--- config.mk ---
export PLATFORM = sky130hd
export DESIGN_NAME = ps2_mouse_tracker_flat
export DESIGN_NICKNAME = d
export VERILOG_FILES = /design/src/rtl/ps2_mouse_tracker_if.sv /design/src/rtl/ps2_mouse_tracker.sv /design/src/flat_wrapper.sv
export SDC_FILE = /design/constraint.sdc
export NUM_CORES = 1
export LEC_CHECK = 0
export BUFFER_PORTS_ARGS = -buffer_cell sky130_fd_sc_hd__clkbuf_2
export CAP_MARGIN = 5
export CORE_AREA = 2 2 68 103
export DETAILED_ROUTE_END_ITERATION = 12
export DIE_AREA = 0 0 70 105
export GPL_TIMING_DRIVEN = 0
export PLACE_DENSITY = 0.78
export SETUP_SLACK_MARGIN = 0.02
export SYNTH_ARGS = -nofsm -noshare
export SYNTH_HDL_FRONTEND = slang
export SYNTH_SLANG_ARGS = --single-unit
--- constraint.sdc ---
create_clock -name Clk -period 4.1 [get_ports Clk]
set_input_delay 0.41 -clock Clk [delete_from_list [all_inputs] [get_ports Clk]]
set_output_delay 0.41 -clock Clk [all_outputs]
set_load 0.005 [all_outputs]
--- src/rtl/ps2_mouse_tracker_if.sv ---
// Byte-receiver input and cursor/status output bundle for the PS/2 mouse tracker.
// The master side drives the received bytes; the slave side is the tracker itself.
interface ps2_mouse_tracker_if #(
    parameter int POS_W   = 10,
    parameter int WHEEL_W = 8
);
    logic                      Enable;
    logic [7:0]                RxData;
    logic                      RxValid;
    logic                      RxError;
    logic [POS_W-1:0]          PosX;
    logic [POS_W-1:0]          PosY;
    logic signed [WHEEL_W-1:0] Wheel;
    logic [2:0]                Buttons;
    logic                      PacketStrobe;
    logic                      SyncError;

    modport master (
        output Enable, RxData, RxValid, RxError,
        input  PosX, PosY, Wheel, Buttons, PacketStrobe, SyncError
    );

    modport slave (
        input  Enable, RxData, RxValid, RxError,
        output PosX, PosY, Wheel, Buttons, PacketStrobe, SyncError
    );
endinterface

--- src/rtl/ps2_mouse_tracker.sv ---
// Assembles PS/2 mouse packets into a clamped absolute cursor position, a saturating wheel
// count and button state; malformed, errored or stalled packets are dropped with SyncError.
module ps2_mouse_tracker #(
    parameter int POS_W       = 10,
    parameter int X_MAX       = 639,
    parameter int Y_MAX       = 479,
    parameter int WHEEL_MODE  = 0,
    parameter int WHEEL_W     = 8,
    parameter int TIMEOUT_CYC = 1000000
) (
    input logic           Clk,
    input logic           Reset,
    ps2_mouse_tracker_if.slave bus
);

    localparam logic [1:0] BYTE0 = 2'd0;
    localparam logic [1:0] BYTE1 = 2'd1;
    localparam logic [1:0] BYTE2 = 2'd2;
    localparam logic [1:0] BYTE3 = 2'd3;
    localparam logic [1:0] LAST_STATE = (WHEEL_MODE != 0) ? BYTE3 : BYTE2;

    localparam int AW = POS_W + 2;
    localparam int ZW = ((WHEEL_W > 4) ? WHEEL_W : 4) + 2;
    localparam int TW = (TIMEOUT_CYC > 1) ? $clog2(TIMEOUT_CYC) : 1;

    localparam logic [TW-1:0]        TIMER_LAST = TW'(TIMEOUT_CYC - 1);
    localparam logic signed [AW-1:0] X_MAX_S    = AW'(X_MAX);
    localparam logic signed [AW-1:0] Y_MAX_S    = AW'(Y_MAX);
    localparam logic signed [ZW-1:0] W_MAX      = ZW'((1 << (WHEEL_W - 1)) - 1);
    localparam logic signed [ZW-1:0] W_MIN      = ZW'(-(1 << (WHEEL_W - 1)));

    logic [1:0]                state;
    logic [TW-1:0]             timer;
    logic [2:0]                hdr_btn;
    logic                      hdr_sx;
    logic                      hdr_sy;
    logic                      hdr_ox;
    logic                      hdr_oy;
    logic [7:0]                b1_q;
    logic [7:0]                b2_q;
    logic [POS_W-1:0]          pos_x;
    logic [POS_W-1:0]          pos_y;
    logic signed [WHEEL_W-1:0] wheel;
    logic [2:0]                buttons;
    logic                      packet_strobe;
    logic                      sync_error;

    logic                      apply_now;
    logic [7:0]                dy_low;
    logic signed [8:0]         dx9;
    logic signed [8:0]         dy9;
    logic signed [AW-1:0]      dx;
    logic signed [AW-1:0]      dy;
    logic signed [AW-1:0]      x_sum;
    logic signed [AW-1:0]      y_sum;
    logic [POS_W-1:0]          x_next;
    logic [POS_W-1:0]          y_next;
    logic signed [ZW-1:0]      dz;
    logic signed [ZW-1:0]      z_sum;
    logic signed [WHEEL_W-1:0] wheel_next;

    // The final byte is still on RxData when the packet is applied, so take it straight from the bus.
    always_comb begin
        apply_now = bus.Enable && bus.RxValid && !bus.RxError && (state == LAST_STATE);
        dy_low    = (WHEEL_MODE != 0) ? b2_q : bus.RxData;
        dx9       = {hdr_sx, b1_q};
        dy9       = {hdr_sy, dy_low};

        dx = '0;
        dy = '0;
        if (!hdr_ox) dx = AW'(dx9);
        if (!hdr_oy) dy = AW'(dy9);

        x_sum = $signed({2'b00, pos_x}) + dx;
        y_sum = $signed({2'b00, pos_y}) - dy;

        if (x_sum < 0)             x_next = '0;
        else if (x_sum > X_MAX_S)  x_next = POS_W'(X_MAX);
        else                       x_next = x_sum[POS_W-1:0];

        if (y_sum < 0)             y_next = '0;
        else if (y_sum > Y_MAX_S)  y_next = POS_W'(Y_MAX);
        else                       y_next = y_sum[POS_W-1:0];

        dz    = ZW'($signed(bus.RxData[3:0]));
        z_sum = ZW'(wheel) + dz;
        if (z_sum > W_MAX)         wheel_next = WHEEL_W'(W_MAX);
        else if (z_sum < W_MIN)    wheel_next = WHEEL_W'(W_MIN);
        else                       wheel_next = z_sum[WHEEL_W-1:0];
    end

    // Priority: reset, then Enable low (silent drop), then RxError, then byte, then timeout.
    always_ff @(posedge Clk) begin
        if (Reset) begin
            state         <= BYTE0;
            timer         <= '0;
            hdr_btn       <= '0;
            hdr_sx        <= 1'b0;
            hdr_sy        <= 1'b0;
            hdr_ox        <= 1'b0;
            hdr_oy        <= 1'b0;
            b1_q          <= '0;
            b2_q          <= '0;
            pos_x         <= POS_W'(X_MAX >> 1);
            pos_y         <= POS_W'(Y_MAX >> 1);
            wheel         <= '0;
            buttons       <= '0;
            packet_strobe <= 1'b0;
            sync_error    <= 1'b0;
        end else begin
            packet_strobe <= 1'b0;
            sync_error    <= 1'b0;

            if (!bus.Enable) begin
                state <= BYTE0;
                timer <= '0;
            end else if (bus.RxError) begin
                state      <= BYTE0;
                timer      <= '0;
                sync_error <= 1'b1;
            end else if (bus.RxValid) begin
                timer <= '0;
                case (state)
                    BYTE0: begin
                        if (bus.RxData[3]) begin
                            hdr_oy  <= bus.RxData[7];
                            hdr_ox  <= bus.RxData[6];
                            hdr_sy  <= bus.RxData[5];
                            hdr_sx  <= bus.RxData[4];
                            hdr_btn <= bus.RxData[2:0];
                            state   <= BYTE1;
                        end else begin
                            sync_error <= 1'b1;
                        end
                    end
                    BYTE1: begin
                        b1_q  <= bus.RxData;
                        state <= BYTE2;
                    end
                    BYTE2: begin
                        b2_q  <= bus.RxData;
                        state <= (WHEEL_MODE != 0) ? BYTE3 : BYTE0;
                    end
                    default: state <= BYTE0;
                endcase
            end else if (state != BYTE0) begin
                if (timer == TIMER_LAST) begin
                    state      <= BYTE0;
                    timer      <= '0;
                    sync_error <= 1'b1;
                end else begin
                    timer <= timer + 1'b1;
                end
            end

            if (apply_now) begin
                pos_x         <= x_next;
                pos_y         <= y_next;
                buttons       <= hdr_btn;
                packet_strobe <= 1'b1;
                if (WHEEL_MODE != 0) wheel <= wheel_next;
            end
        end
    end

    assign bus.PosX         = pos_x;
    assign bus.PosY         = pos_y;
    assign bus.Wheel        = wheel;
    assign bus.Buttons      = buttons;
    assign bus.PacketStrobe = packet_strobe;
    assign bus.SyncError    = sync_error;

endmodule

--- src/flat_wrapper.sv ---
// flat-port wrapper written by rule: the top's interface ports become plain ports
module ps2_mouse_tracker_flat 
#(
    parameter int POS_W       = 10,
    parameter int X_MAX       = 639,
    parameter int Y_MAX       = 479,
    parameter int WHEEL_MODE  = 0,
    parameter int WHEEL_W     = 8,
    parameter int TIMEOUT_CYC = 1000000
)
  (Clk, Reset, bus_Enable, bus_RxData, bus_RxValid, bus_RxError, bus_PosX, bus_PosY, bus_Wheel, bus_Buttons, bus_PacketStrobe, bus_SyncError);
  ps2_mouse_tracker_if #(.POS_W(POS_W), .WHEEL_W(WHEEL_W)) bus_i ();
  input logic Clk;
  input logic Reset;
  input wire logic [$bits(bus_i.Enable)-1:0] bus_Enable;
  input wire logic [$bits(bus_i.RxData)-1:0] bus_RxData;
  input wire logic [$bits(bus_i.RxValid)-1:0] bus_RxValid;
  input wire logic [$bits(bus_i.RxError)-1:0] bus_RxError;
  output wire logic [$bits(bus_i.PosX)-1:0] bus_PosX;
  output wire logic [$bits(bus_i.PosY)-1:0] bus_PosY;
  output wire logic [$bits(bus_i.Wheel)-1:0] bus_Wheel;
  output wire logic [$bits(bus_i.Buttons)-1:0] bus_Buttons;
  output wire logic [$bits(bus_i.PacketStrobe)-1:0] bus_PacketStrobe;
  output wire logic [$bits(bus_i.SyncError)-1:0] bus_SyncError;
  assign bus_i.Enable = bus_Enable;
  assign bus_i.RxData = bus_RxData;
  assign bus_i.RxValid = bus_RxValid;
  assign bus_i.RxError = bus_RxError;
  assign bus_PosX = bus_i.PosX;
  assign bus_PosY = bus_i.PosY;
  assign bus_Wheel = bus_i.Wheel;
  assign bus_Buttons = bus_i.Buttons;
  assign bus_PacketStrobe = bus_i.PacketStrobe;
  assign bus_SyncError = bus_i.SyncError;
  ps2_mouse_tracker #(.POS_W(POS_W), .X_MAX(X_MAX), .Y_MAX(Y_MAX), .WHEEL_MODE(WHEEL_MODE), .WHEEL_W(WHEEL_W), .TIMEOUT_CYC(TIMEOUT_CYC)) u_core (.Clk(Clk), .Reset(Reset), .bus(bus_i));
endmodule
Yosys cells after proc, flatten, opt, wreduce, memory -nomap -nowiden
Index checks and enable logic that the tools add are counted.
- $add $sub $neg: 3
- magnitude comparators: 4
- equal/unequal tests: 4
- multiplexer cells: 19
- bitwise gates (word level): 2
- reduce and logical (&&, ||, !) cells: 14
- operators by type and width (operator ; count):
    $mux W10 ; 4
    $lt A12 B1 Y1 const B ; 2
    $mux W12 ; 2
    $add A20 B1 Y20 const B ; 1
    $eq A20 B20 Y1 const B ; 1
    $mux W20 ; 1
    $add A11 B12 Y12 ; 1
    $gt A12 B10 Y1 const B ; 1
    $gt A12 B11 Y1 const B ; 1
    $sub A11 B12 Y12 ; 1
    $mux W2 ; 4
    $mux W1 ; 7
    $reduce_bool A2 Y1 ; 3
    $reduce_and A5 Y1 ; 1
    $pmux W2 S2 ; 1
    $reduce_and A4 Y1 ; 1
    $reduce_or A4 Y1 ; 1
    $logic_and A1 B1 Y1 ; 3
    $ne A3 B3 Y1 const B ; 1
    $reduce_and A3 Y1 ; 1
    $reduce_or A3 Y1 ; 1
    $eq A2 B1 Y1 const B ; 1
    $eq A2 B2 Y1 const B ; 1
    $logic_not A2 Y1 ; 1
    other kinds (3) ; 4
- register bits: 62
- output and inout bits: 33
- logic and storage cells: 59

Depth between registers and ports, before layout
Gate-level depths: netlist of the first run.
- depth in word-level cells: 5
- depth in mapped cells: 13
- gate-level depth less buffers: 12

Worst setup path before layout of the first run
OpenSTA, ideal clock, no wires.
- path kind: reg-to-reg
- start point: register u_core.hdr_oy
- end point: register u_core.pos_y[2], in the netlist u_core.bus.PosY[2]
- setup time: 0.122 ns
- arrival: 2.556 ns
- required time: 3.978 ns
- setup slack: 1.422 ns
- stages on the path, launching flop included: 14
- buffers on the path: 1
- clock period less this slack: 2.678 ns
- path through: dfxtp_1 clkbuf_1 nor2b_1 ha_1 inv_1 fa_1 a21oi_1 o221a_2 o221ai_2 xnor2_1 a31oi_4 and2b_1 nand2_1 a221o_1
- word-level cells in the longest chain between the ends: 5
- RTL lines (what ; RTL line ; text):
    start, declared ; ps2_mouse_tracker.sv:38 ; logic hdr_oy;
    start signal, assigned ; ps2_mouse_tracker.sv:126 ; hdr_oy <= bus.RxData[7];
    $mux W12 * ; ps2_mouse_tracker.sv:72 ; if (!hdr_oy) dy = AW'(dy9);
    $sub A11 B12 Y12 * ; ps2_mouse_tracker.sv:75 ; y_sum = $signed({2'b00, pos_y}) - dy;
    $gt A12 B10 Y1 ; ps2_mouse_tracker.sv:82 ; else if (y_sum > Y_MAX_S) y_next = POS_W'(Y_MAX);
    $mux W10 ; ps2_mouse_tracker.sv:82 ;
    $mux W10 * ; ps2_mouse_tracker.sv:81 ; if (y_sum < 0) y_next = '0;
    end signal, assigned ; ps2_mouse_tracker.sv:105 ; pos_y <= POS_W'(Y_MAX >> 1);
    end signal, assigned ; ps2_mouse_tracker.sv:158 ; pos_y <= y_next;
    end, declared ; ps2_mouse_tracker.sv:42 ; logic [POS_W-1:0] pos_y;
Every way passes the cells marked *; elsewhere a longest branch is shown, timed or not.
A chain may end at the register's enable or synchronous reset.

Worst setup path in the final report of the first run
- start point: register u_core.hdr_oy
- end point: register u_core.pos_y[3], in the netlist u_core.bus.PosY[3]
Same word-level chain as after synthesis.

==> results of run 1 <==
worst paths after layout:
path                                                      endpoint  cells after the start                           start  slack, ns
worst min-delay path               u_core.bus.SyncError$_SDFF_PP0_                      2                      bus_Enable       0.30
worst min register to register  u_core.bus.Buttons[2]$_SDFFE_PP0P_                      2  u_core.hdr_btn[2]$_SDFFE_PP0P_       0.45
worst max-delay path               u_core.bus.PosY[3]$_SDFFE_PP1P_                     13      u_core.hdr_oy$_SDFFE_PP0P_        1.0
worst max register to register     u_core.bus.PosY[3]$_SDFFE_PP1P_                     13      u_core.hdr_oy$_SDFFE_PP0P_        1.0
stage by stage:
stage | util (%) | std cells | hold slack, ns
floorplan | - | 444 | 0.432
global placement | 63.7 | 556 | 0.440
detailed placement | 63.7 | 556 | 0.447
CTS | 67.5 | 572 | 0.299
global route | 67.5 | 572 | 0.296
finish | 67.5 | 572 | 0.303
cell type report:
class	instances	share of cell area (%)
well taps	76	2.20
clock buffers	11	3.27
inverters	18	1.56
clock inverters	5	2.46
plain buffers	21	2.64
multi-input cells	343	55.0
repair buffers	36	4.17
flip-flops and latches	62	28.7
placed cells by master, fill, tap and decap left out, types with 8 or more instances in the layout:
cell and instances:
dfxtp_1 62, nor2_1 58, clkbuf_2 36, nand2_1 27, a21oi_1 24, ha_1 24
xor2_1 19, inv_1 17, mux2i_1 17, nand2b_1 16, xnor2_1 16, nand3_1 14
nor2b_1 13, nor3_1 10, clkbuf_8 10, clkbuf_1 9, buf_4 8, conb_1 8
critical path, stage by stage (launching register included):
cell	delay, ns
dfxtp_1	0.30
clkbuf_1	0.17
nor2b_1	0.39
inv_1	0.17
ha_1	0.31
buf_2	0.19
nand3_1	0.10
or2_1	0.23
o221ai_2	0.20
xnor2_1	0.14
a31oi_4	0.22
and2b_1	0.20
nand2_1	0.06
a221o_1	0.31
cells by family (layout without fill, tap and decap cells):
kind of cell             count (synthesis)  after routing  share of synthesized area (%)
buffers and inverters                   39             91                           4.81
flip-flops                              62             62                           32.9
other                                    1              8                         0.0995
XOR/XNOR                                35             35                           8.13
multiplexers                            17             17                           4.51
AO/OA/AOI/OAI                           87             87                           17.7
adder cells (fa/ha/maj)                 26             26                           9.03
AND/OR/NAND/NOR                        170            170                           22.8
registers in the layout (all words and copies together) (netlist names):
signal                   cells
u_core.bus.SyncError         1
u_core.bus.Buttons           3
u_core.state                 2
u_core.bus.PosY             10
u_core.hdr_sx                1
u_core.bus.PosX             10
u_core.bus.PacketStrobe      1
u_core.hdr_oy                1
u_core.timer                20
u_core.hdr_ox                1
u_core.hdr_btn               3
u_core.hdr_sy                1
u_core.b1_q                  8
layer usage:
metal  track usage (%)  up-vias  routed length, um  share of wire, %
met2              44.4       53               4660                54
met1              26.5     1507               3380                39
met4              12.2        0                261               3.0
li1                  -     1634                  -                 -
met3              6.65       22                288               3.4
met5                 0        -                  0                 0
report_power, final:
group,internal (mW),switching (mW)
combinational,0.0564,0.0779
sequential,0.605,0.00176
clock,0.421,0.244
total,1.08,0.324
==> flow_metrics.env, run 1 <==
export IMPL_cts_tree="yes"
export IMPL_fin_skew_ns=0.00868
export IMPL_nFillCells=551
export IMPL_synth_edff_count=0
export IMPL_placed_cell_area_sq_um=4070
export IMPL_worst_hold_path_type="primary input to flip-flop"
export IMPL_antenna_found_initial=0
export IMPL_syn_avg_cell_area_sq_um=8.63
export IMPL_synth_common_cells="dfxtp_1 (62), nor2_1 (58), nand2_1 (27)"
export IMPL_drtAntennaViolNets=0
export IMPL_htree_levels=3
export IMPL_die_height_um=105
export IMPL_dp_slack_ns=1.03
export IMPL_nNetsFinal=530
export IMPL_yosysMostFrequentCell="dfxtp_1"
export IMPL_initial_utilization_pct=58.9
export IMPL_synth_ff_type="dfxtp_1"
export IMPL_clk_latency_ns=0.36
export IMPL_crit_fanout=10
export IMPL_yosys_area_top_type="dfxtp_1"
export IMPL_cp_arrival_ns=3.35
export IMPL_viasPerCell=5.62
export IMPL_syn_area_sq_um=3770
export IMPL_drtIter0Drc=133
export IMPL_setup_viol=0
export IMPL_tightest_slew_ns=0.663
export IMPL_fin_ws_ns=0.996
export IMPL_peakVddDrop_mv=0.214
export IMPL_routed_wl_um=8590
export IMPL_track_usage_pct=24.9
export IMPL_multi_input_area_sq_um=2370
export IMPL_async_flop_share_pct=0
export IMPL_finalCriticalPeriod_ns=3.10
export IMPL_cts_buffer_depth=2
export IMPL_pin_count=46
export IMPL_n_antenna_cell=0
export IMPL_grt_pass1_vias=3153
export IMPL_drcViolationCount=0
export IMPL_worstPathRequired_ns=4.34
export IMPL_rows=36
export IMPL_cts_hold_buffers_added=0
export IMPL_synth_cell_types=62
export IMPL_synth_seq_cells=62
export IMPL_power_leakage_nw=1.81
export IMPL_hold_viol=0
export IMPL_hpwl_um=6710
export IMPL_maxCapViolCount=0
export IMPL_num_vias=3216
export IMPL_rsz0062_at_grt="false"
export IMPL_wl_per_cell_um=15.0
export IMPL_die_x_um=70
export IMPL_cts_made_buffers=9
export IMPL_power_density_nw_per_um2=326
export IMPL_ys_top_cells_by_area="dfxtp_1 (33%), ha_1 (8.0%), nor2_1 (5.8%)"
export IMPL_path_class="flip-flop to flip-flop"
export IMPL_outcome="finished, final reports clean"
export IMPL_coreArea_sq_um=6400
export IMPL_syn_inst=437
export IMPL_cts_setup_buffers=0
export IMPL_ff_latch_area_sq_um=1240
export IMPL_p_total_mw=1.41
export IMPL_place_gp_congestion=0.858
export IMPL_clock_sinks=62
export IMPL_drv_slew=0
export IMPL_grt_start_max_net_pins=12
export IMPL_drtPass1Iterations=4
export IMPL_worstSetupStartpointType="flip-flop"
export IMPL_cp_end_kind="flip-flop"
export IMPL_dieArea_sq_um=7350
export IMPL_max_freq_mhz=322
export IMPL_numPortBuffers=36
export IMPL_drive_gt1_share_pct=15.9
export IMPL_relSlewSlack_pct=55.6
export IMPL_synth_top_area_share_pct=32.9
export IMPL_grt_pass1_wl_um=14600
export IMPL_path_clk_slew_ns=0.07
export IMPL_cts_resized=0
export IMPL_design_area_sq_um=4320
export IMPL_fin_crit_sh_pct=75.7
export IMPL_synth_warnings=0
export IMPL_area_growth_pct=14.6
export IMPL_yosysSeqAreaShare_pct=32.9
export IMPL_fin_setup_tns_ns=0
export IMPL_grt_overflow=0
export IMPL_root_buffer="clkbuf_8"
Note: power is estimated with default switching activity, not from simulation.
==> run 2: changes to the inputs <==
--- a/config.mk
+++ b/config.mk
@@ -5,13 +5,14 @@
 export SDC_FILE = /design/constraint.sdc
 export NUM_CORES = 1
 export LEC_CHECK = 0
+export ABC_AREA = 1
 export BUFFER_PORTS_ARGS = -buffer_cell sky130_fd_sc_hd__clkbuf_2
 export CAP_MARGIN = 5
-export CORE_AREA = 2 2 68 103
+export CORE_AREA = 2 2 73 109
 export DETAILED_ROUTE_END_ITERATION = 12
-export DIE_AREA = 0 0 70 105
+export DIE_AREA = 0 0 75 111
 export GPL_TIMING_DRIVEN = 0
-export PLACE_DENSITY = 0.78
+export PLACE_DENSITY = 0.73
 export SETUP_SLACK_MARGIN = 0.02
 export SYNTH_ARGS = -nofsm -noshare
 export SYNTH_HDL_FRONTEND = slang
==> constraint.sdc (replaced) <==
create_clock -name Clk -period 2.75 [get_ports Clk]
set_input_delay 0.275 -clock Clk [delete_from_list [all_inputs] [get_ports Clk]]
set_output_delay 0.275 -clock Clk [all_outputs]
set_load 0.005 [all_outputs]
==> run 2 against run 1 <==
Net effect:
- global-route usage down 2.4 points
- core utilization down 7.7 points
- synthesized area up 0.83%
- clock skew down 0.0036 ns
- combinational power up 57%
- wire length up 6.5%
- clock power up 64%
- register-to-register slack worse by 0.78 ns
- cell area up 3.4%
- maximum frequency up 23%
- sequential cell count unchanged
- total power up 57%
- largest cell class unchanged
- highest routed layer unchanged
==> flow_metrics.env, run 2 <==
export IMPL_cts_made_buffers=9
export IMPL_syn_avg_cell_area_sq_um=6.75
export IMPL_dieArea_sq_um=8330
export IMPL_cp_arrival_ns=2.71
export IMPL_final_cell_mix="nand2_1 (133), nor2_1 (75), inv_1 (66)"
export IMPL_clock_sinks=62
export IMPL_finalCriticalPeriod_ns=2.53
export IMPL_drtAntennaViolNets=0
export IMPL_synth_cell_types=35
export IMPL_grt_pass1_vias=3491
export IMPL_rows=39
export IMPL_coreArea_sq_um=7470
export IMPL_fin_crit_sh_pct=92.0
export IMPL_power_leakage_nw=2.03
export IMPL_synth_ff_type="dfxtp_1"
export IMPL_viasPerCell=5.13
export IMPL_critPathBufInv=1
export IMPL_cts_buffer_depth=2
export IMPL_ys_top_cells_by_area="dfxtp_1 (33%), nand2_1 (14%), ha_1 (7.9%)"
export IMPL_pin_count=46
export IMPL_wl_per_cell_um=12.6
export IMPL_initial_utilization_pct=50.9
export IMPL_root_buffer="clkbuf_16"
export IMPL_yosys_area_top_type="dfxtp_1"
export IMPL_drtPass1Iterations=4
export IMPL_num_vias=3716
export IMPL_track_usage_pct=22.4
export IMPL_peakVddDrop_mv=0.548
export IMPL_final_instance_count_excl_fill=725
export IMPL_design_area_sq_um=4470
export IMPL_fin_hold_ws_ns=0.206
export IMPL_relSlewSlack_pct=59.4
export IMPL_yosysMostFrequentCell="nand2_1"
export IMPL_critPathMaxStageDelay_ns=0.42
export IMPL_cts_hold_buffers_added=0
export IMPL_area_growth_pct=17.5
export IMPL_die_x_um=75
export IMPL_fin_setup_tns_ns=0
export IMPL_nNetsFinal=657
export IMPL_tightest_slew_ns=0.609
export IMPL_cts_tree="yes"
export IMPL_grt_overflow=0
export IMPL_layout_commonest_cell="nand2_1"
export IMPL_worstSetupStartpointType="flip-flop"
export IMPL_routed_wl_um=9150
export IMPL_drive_gt1_share_pct=14.0
export IMPL_dp_slack_ns=0.00334
export IMPL_crit_fanout=5
export IMPL_maxCapViolCount=0
export IMPL_cp_end_kind="flip-flop"
export IMPL_synth_top_area_share_pct=32.7
export IMPL_place_gp_congestion=0.883
export IMPL_rsz0062_at_grt="true"
export IMPL_synth_seq_cells=62
export IMPL_numPortBuffers=37
export IMPL_largest_reg_flops=20
export IMPL_antenna_found_initial=0
export IMPL_dp_cells=709
export IMPL_fin_ws_ns=0.220
export IMPL_clk_latency_ns=0.32
export IMPL_die_height_um=111
export IMPL_yosysSeqAreaShare_pct=32.7
export IMPL_p_total_mw=2.21
export IMPL_htree_levels=3
export IMPL_grt_pass1_wl_um=14700
export IMPL_cpMostUsedCell="nand2_1"
export IMPL_path_clk_slew_ns=0.06
export IMPL_grt_start_max_net_pins=12
export IMPL_setup_viol=0
export IMPL_fin_skew_ns=0.00512
export IMPL_outcome="finished, final reports clean"
export IMPL_path_delay_family="simple AND/OR/NAND/NOR gates"
export IMPL_async_flop_share_pct=0
export IMPL_synth_warnings=0
export IMPL_power_density_nw_per_um2=495
export IMPL_syn_area_sq_um=3800
export IMPL_placed_cell_area_sq_um=4140
export IMPL_hpwl_um=7330
export IMPL_worst_hold_path_type="primary input to flip-flop"
export IMPL_slowest_stage="fa_1"
export IMPL_regMostFlops="u_core.timer"
export IMPL_path_class="flip-flop to flip-flop"
export IMPL_synth_edff_count=0
export IMPL_drcViolationCount=0
export IMPL_hold_viol=0
export IMPL_drv_slew=0
export IMPL_syn_inst=563
export IMPL_drtIter0Drc=152
export IMPL_synth_common_cells="nand2_1 (137), nor2_1 (75), inv_1 (67)"
export IMPL_max_freq_mhz=395
export IMPL_n_antenna_cell=0
export IMPL_worstPathRequired_ns=2.93
export IMPL_path_cells="nor2_1 -> ha_1 -> inv_1 -> fa_1 -> nand3_1 -> nand3_1 -> nand2_1 -> nand2_1 -> nand2_1 -> nand2_1 -> nand2_1 -> nand2_1 -> nor2_1 -> nand2_2 -> nand2_2 -> nand2_1 -> nand2_1 -> a21oi_1"
export IMPL_fin_util_pct=59.8
-- run 2: cell count changes in the layout (fill, tap and decap cells not counted), moves of 17 or more --
cell     change
mux2i_1     -17
o21ai_0     +25
a21oi_1     +21
inv_1       +49
nand2_1    +106
nor2_1      +17
-- run 2: cells by family (layout without fill, tap and decap cells) --
logic type / Yosys count / count (layout) / share of synthesized area [%]
and+or+nand+nor: 276 / 276 / 30.9
AOI/OAI and AO/OA: 92 / 92 / 13.6
other: 1 / 8 / 0.0987
buffers and inverters: 88 / 141 / 9.61
xor gates and xnor gates: 18 / 18 / 4.15
DFF: 62 / 62 / 32.7
adders and majority gates: 26 / 26 / 8.95
-- run 2: cell type report --
type	count	area [sq um]
Buffer	17	96.3
Clock buffer	10	229
Clock inverter	6	62.6
Fill cell	716	3000
Inverter	71	273
Multi-Input combinational cell	420	2250
Sequential cell	62	1240
Tap cell	102	128
Timing Repair Buffer	37	185
-- run 2: path summary, 6_finish.rpt --
path                               start  slack [ns]                               to  cells after the start
max           u_core.hdr_oy$_SDFFE_PP0P_        0.22  u_core.bus.PosY[8]$_SDFFE_PP0P_                     18
min                           bus_Enable        0.21  u_core.bus.SyncError$_SDFF_PP0_                      3
max reg2reg   u_core.hdr_oy$_SDFFE_PP0P_        0.22  u_core.bus.PosY[8]$_SDFFE_PP0P_                     18
min reg2reg  u_core.b1_q[5]$_SDFFE_PP0P_        0.45      u_core.b1_q[5]$_SDFFE_PP0P_                      2
-- run 2: repair_timing --
item | CTS | global route
pin swaps | 0 | 0
endpoints found under the setup margin | 3 | 11
gates resized for setup | 1 | 10
setup buffers | 0 | 0
-- run 2: routing by layer --
| layer | share of wire, % | global-route usage [%] | up-vias | wire (um) |
|---|---|---|---|---|
| li1 | - | - | 1916 | - |
| met5 | 0 | 0 | - | 0 |
| met1 | 40 | 23.6 | 1716 | 3660 |
| met4 | 2.0 | 9.05 | 0 | 182 |
| met2 | 55 | 41.3 | 69 | 5000 |
| met3 | 3.3 | 4.45 | 15 | 300 |
-- run 2: report_power, final --
part / internal, mW / leakage (nW) / switching (mW)
Sequential: 0.904 / 0.501 / 0.00293
Combinational: 0.0728 / 1.39 / 0.137
Clock: 0.699 / 0.146 / 0.396
-- run 2: worst register-to-register path, stage by stage, from the launching register on --
cell and delay (ns):
dfxtp_1 0.33, nor2_1 0.12, ha_1 0.15, inv_1 0.09, fa_1 0.42, nand3_1 0.10
nand3_1 0.15, nand2_1 0.12, nand2_1 0.08, nand2_1 0.07, nand2_1 0.07, nand2_1 0.07
nand2_1 0.04, nor2_1 0.16, nand2_2 0.13, nand2_2 0.12, nand2_1 0.06, nand2_1 0.06
a21oi_1 0.06
==> run 3: changes to the inputs <==
--- a/config.mk
+++ b/config.mk
@@ -8,11 +8,13 @@
 export ABC_AREA = 1
 export BUFFER_PORTS_ARGS = -buffer_cell sky130_fd_sc_hd__clkbuf_2
 export CAP_MARGIN = 5
-export CORE_AREA = 2 2 73 109
+export CELL_PAD_IN_SITES_DETAIL_PLACEMENT = 1
+export CELL_PAD_IN_SITES_GLOBAL_PLACEMENT = 1
+export CORE_AREA = 2 2 85 128
 export DETAILED_ROUTE_END_ITERATION = 12
-export DIE_AREA = 0 0 75 111
+export DIE_AREA = 0 0 87 130
 export GPL_TIMING_DRIVEN = 0
-export PLACE_DENSITY = 0.73
+export PLACE_DENSITY = 0.74
 export SETUP_SLACK_MARGIN = 0.02
 export SYNTH_ARGS = -nofsm -noshare
 export SYNTH_HDL_FRONTEND = slang
==> run 3 against run 2 <==
Net effect:
- non-clock buffer count up 3
- sequential cell count unchanged
- core utilization down 16 points
- clock skew hardly changed
- highest routed layer unchanged
==> flow_metrics.env, run 3 (same netlist as run 2, synthesis figures left out) <==
export IMPL_net_switching_power_mw=0.552
export IMPL_switching_share_pct=24.2
export IMPL_tightest_slew_ns=0.656
export IMPL_outcome="finished, final reports clean"
export IMPL_p_total_mw=2.28
export IMPL_path_clk_slew_ns=0.05
export IMPL_die_x_um=87
export IMPL_peakVddDrop_mv=0.324
export IMPL_cts_tree="yes"
export IMPL_grt_pass1_vias=3954
export IMPL_routed_wl_um=11500
export IMPL_worst_hold_path_type="primary input to flip-flop"
export IMPL_worstSetupStartpointType="flip-flop"
export IMPL_final_cell_mix="nand2_1 (130), nor2_1 (74), inv_1 (64)"
export IMPL_area_growth_pct=19.9
export IMPL_maxCapViolCount=0
export IMPL_clock_sinks=62
export IMPL_drcViolationCount=0
export IMPL_setup_viol=0
export IMPL_track_usage_pct=21.1
export IMPL_layout_commonest_cell="nand2_1"
export IMPL_drive_gt1_share_pct=16.3
export IMPL_largest_reg_flops=20
export IMPL_fin_util_pct=44.3
export IMPL_grt_overflow=0
export IMPL_seqPwrFrac_pct=39.9
export IMPL_hpwl_um=9230
export IMPL_wl_per_cell_um=15.4
export IMPL_power_leakage_nw=2.06
export IMPL_pin_count=46
export IMPL_critPathBufInv=3
export IMPL_drtAntennaViolNets=0
export IMPL_die_height_um=130
export IMPL_dp_cells=727
export IMPL_initial_utilization_pct=36.9
export IMPL_fin_setup_tns_ns=0
export IMPL_fin_crit_sh_pct=94.6
export IMPL_coreArea_sq_um=10300
export IMPL_drtIter0Drc=126
export IMPL_cpMostUsedCell="nand2_1"
export IMPL_n_antenna_cell=0
export IMPL_regMostFlops="u_core.timer"
export IMPL_nFillCells=1359
export IMPL_crit_fanout=8
export IMPL_dp_slack_ns=-0.222
export IMPL_slowest_stage="fa_2"
export IMPL_root_buffer="clkbuf_16"
export IMPL_power_internal_mw=1.73
export IMPL_relSlewSlack_pct=55.9
export IMPL_power_density_nw_per_um2=499
export IMPL_htree_levels=3
export IMPL_place_gp_congestion=0.857
export IMPL_num_vias=3767
export IMPL_path_cells="clkbuf_4 -> nor2_1 -> ha_2 -> inv_1 -> fa_2 -> o21ai_2 -> nand2_1 -> nand2_2 -> xor2_2 -> nand2_1 -> nand3_1 -> nand2_2 -> inv_2 -> nand2_1 -> nand2_1 -> nand2_1"
export IMPL_clockPowerShare_pct=50.2
export IMPL_critPathMaxStageDelay_ns=0.38
export IMPL_max_freq_mhz=384
export IMPL_rows=46
export IMPL_hold_viol=0
export IMPL_combPwrFrac_pct=9.9
export IMPL_path_class="flip-flop to flip-flop"
export IMPL_placed_cell_area_sq_um=4160
export IMPL_worstPathRequired_ns=2.97
export IMPL_final_instance_count_excl_fill=745
export IMPL_nNetsFinal=660
export IMPL_cp_arrival_ns=2.82
export IMPL_numPortBuffers=37
export IMPL_cts_buffer_depth=2
export IMPL_cp_end_kind="flip-flop"
export IMPL_finalCriticalPeriod_ns=2.60
export IMPL_cts_made_buffers=9
export IMPL_clk_latency_ns=0.33
export IMPL_fin_ws_ns=0.148
export IMPL_grt_start_max_net_pins=11
export IMPL_design_area_sq_um=4560
export IMPL_drv_slew=0
export IMPL_fin_hold_ws_ns=0.205
export IMPL_drtPass1Iterations=4
export IMPL_antenna_found_initial=0
export IMPL_dieArea_sq_um=11300
export IMPL_path_delay_family="simple AND/OR/NAND/NOR gates"
export IMPL_viasPerCell=5.06
export IMPL_grt_pass1_wl_um=18600
export IMPL_fin_skew_ns=0.00465
==> run 3: path summary, 6_finish.rpt <==
kind	depth (start not counted)	slack [ns]	endpoint	from
worst min-delay path	3	0.20	u_core.bus.SyncError$_SDFF_PP0_	bus_Enable
worst max register to register	16	0.15	u_core.bus.PosX[1]$_SDFFE_PP1P_	u_core.hdr_ox$_SDFFE_PP0P_
worst max-delay path	16	0.15	u_core.bus.PosX[1]$_SDFFE_PP1P_	u_core.hdr_ox$_SDFFE_PP0P_
worst min register to register	2	0.45	u_core.b1_q[7]$_SDFFE_PP0P_	u_core.b1_q[7]$_SDFFE_PP0P_
==> run 3: repair_timing <==
action | in CTS | in global routing
hold buffers | 0 | 0
pin swaps | 1 | 3
buffers inserted | 1 | 2
resized for setup | 5 | 20
setup endpoints to repair | 7 | 17
==> run 3: final cells by class <==
cell class              count  area [sq um]  area share (%)
clock buffers              12           256            5.63
multi-input cells         420          2290            50.2
repair buffers             40           208            4.56
well taps                 120           150            3.29
inverters                  71           273            5.98
clock inverters             3          43.8           0.960
flip-flops and latches     62          1240            27.2
plain buffers              17          98.8            2.17
==> run 3: power by group through the flow <==
stage / Clock, mW / Sequential (mW) / Combinational (mW)
CTS: 1.17 / 0.907 / 0.219
global route: 1.21 / 0.907 / 0.257
detailed placement: 0 / 0.926 / 0.216
global placement: 0 / 0.926 / 0.208
floorplan: 0 / 0.925 / 0.150
finish: 1.14 / 0.907 / 0.226
==> run 3: worst min-delay path: cells and delay by family <==
kind                   cells  cell delay, ns
buffers and inverters      1            0.09
and+or+nand+nor            1            0.08
AOI/OAI and AO/OA          1            0.04
==> run 3: per-layer routing <==
| metal | share of wire [%] | routed length, um | global-route usage, % | vias to the layer above |
|---|---|---|---|---|
| li1 | - | - | - | 1915 |
| met1 | 38 | 4350 | 20.3 | 1794 |
| met2 | 57 | 6610 | 42.4 | 44 |
| met3 | 2.7 | 313 | 3.73 | 14 |
| met4 | 2.0 | 232 | 8.64 | 0 |
| met5 | 0 | 0 | 0 | - |
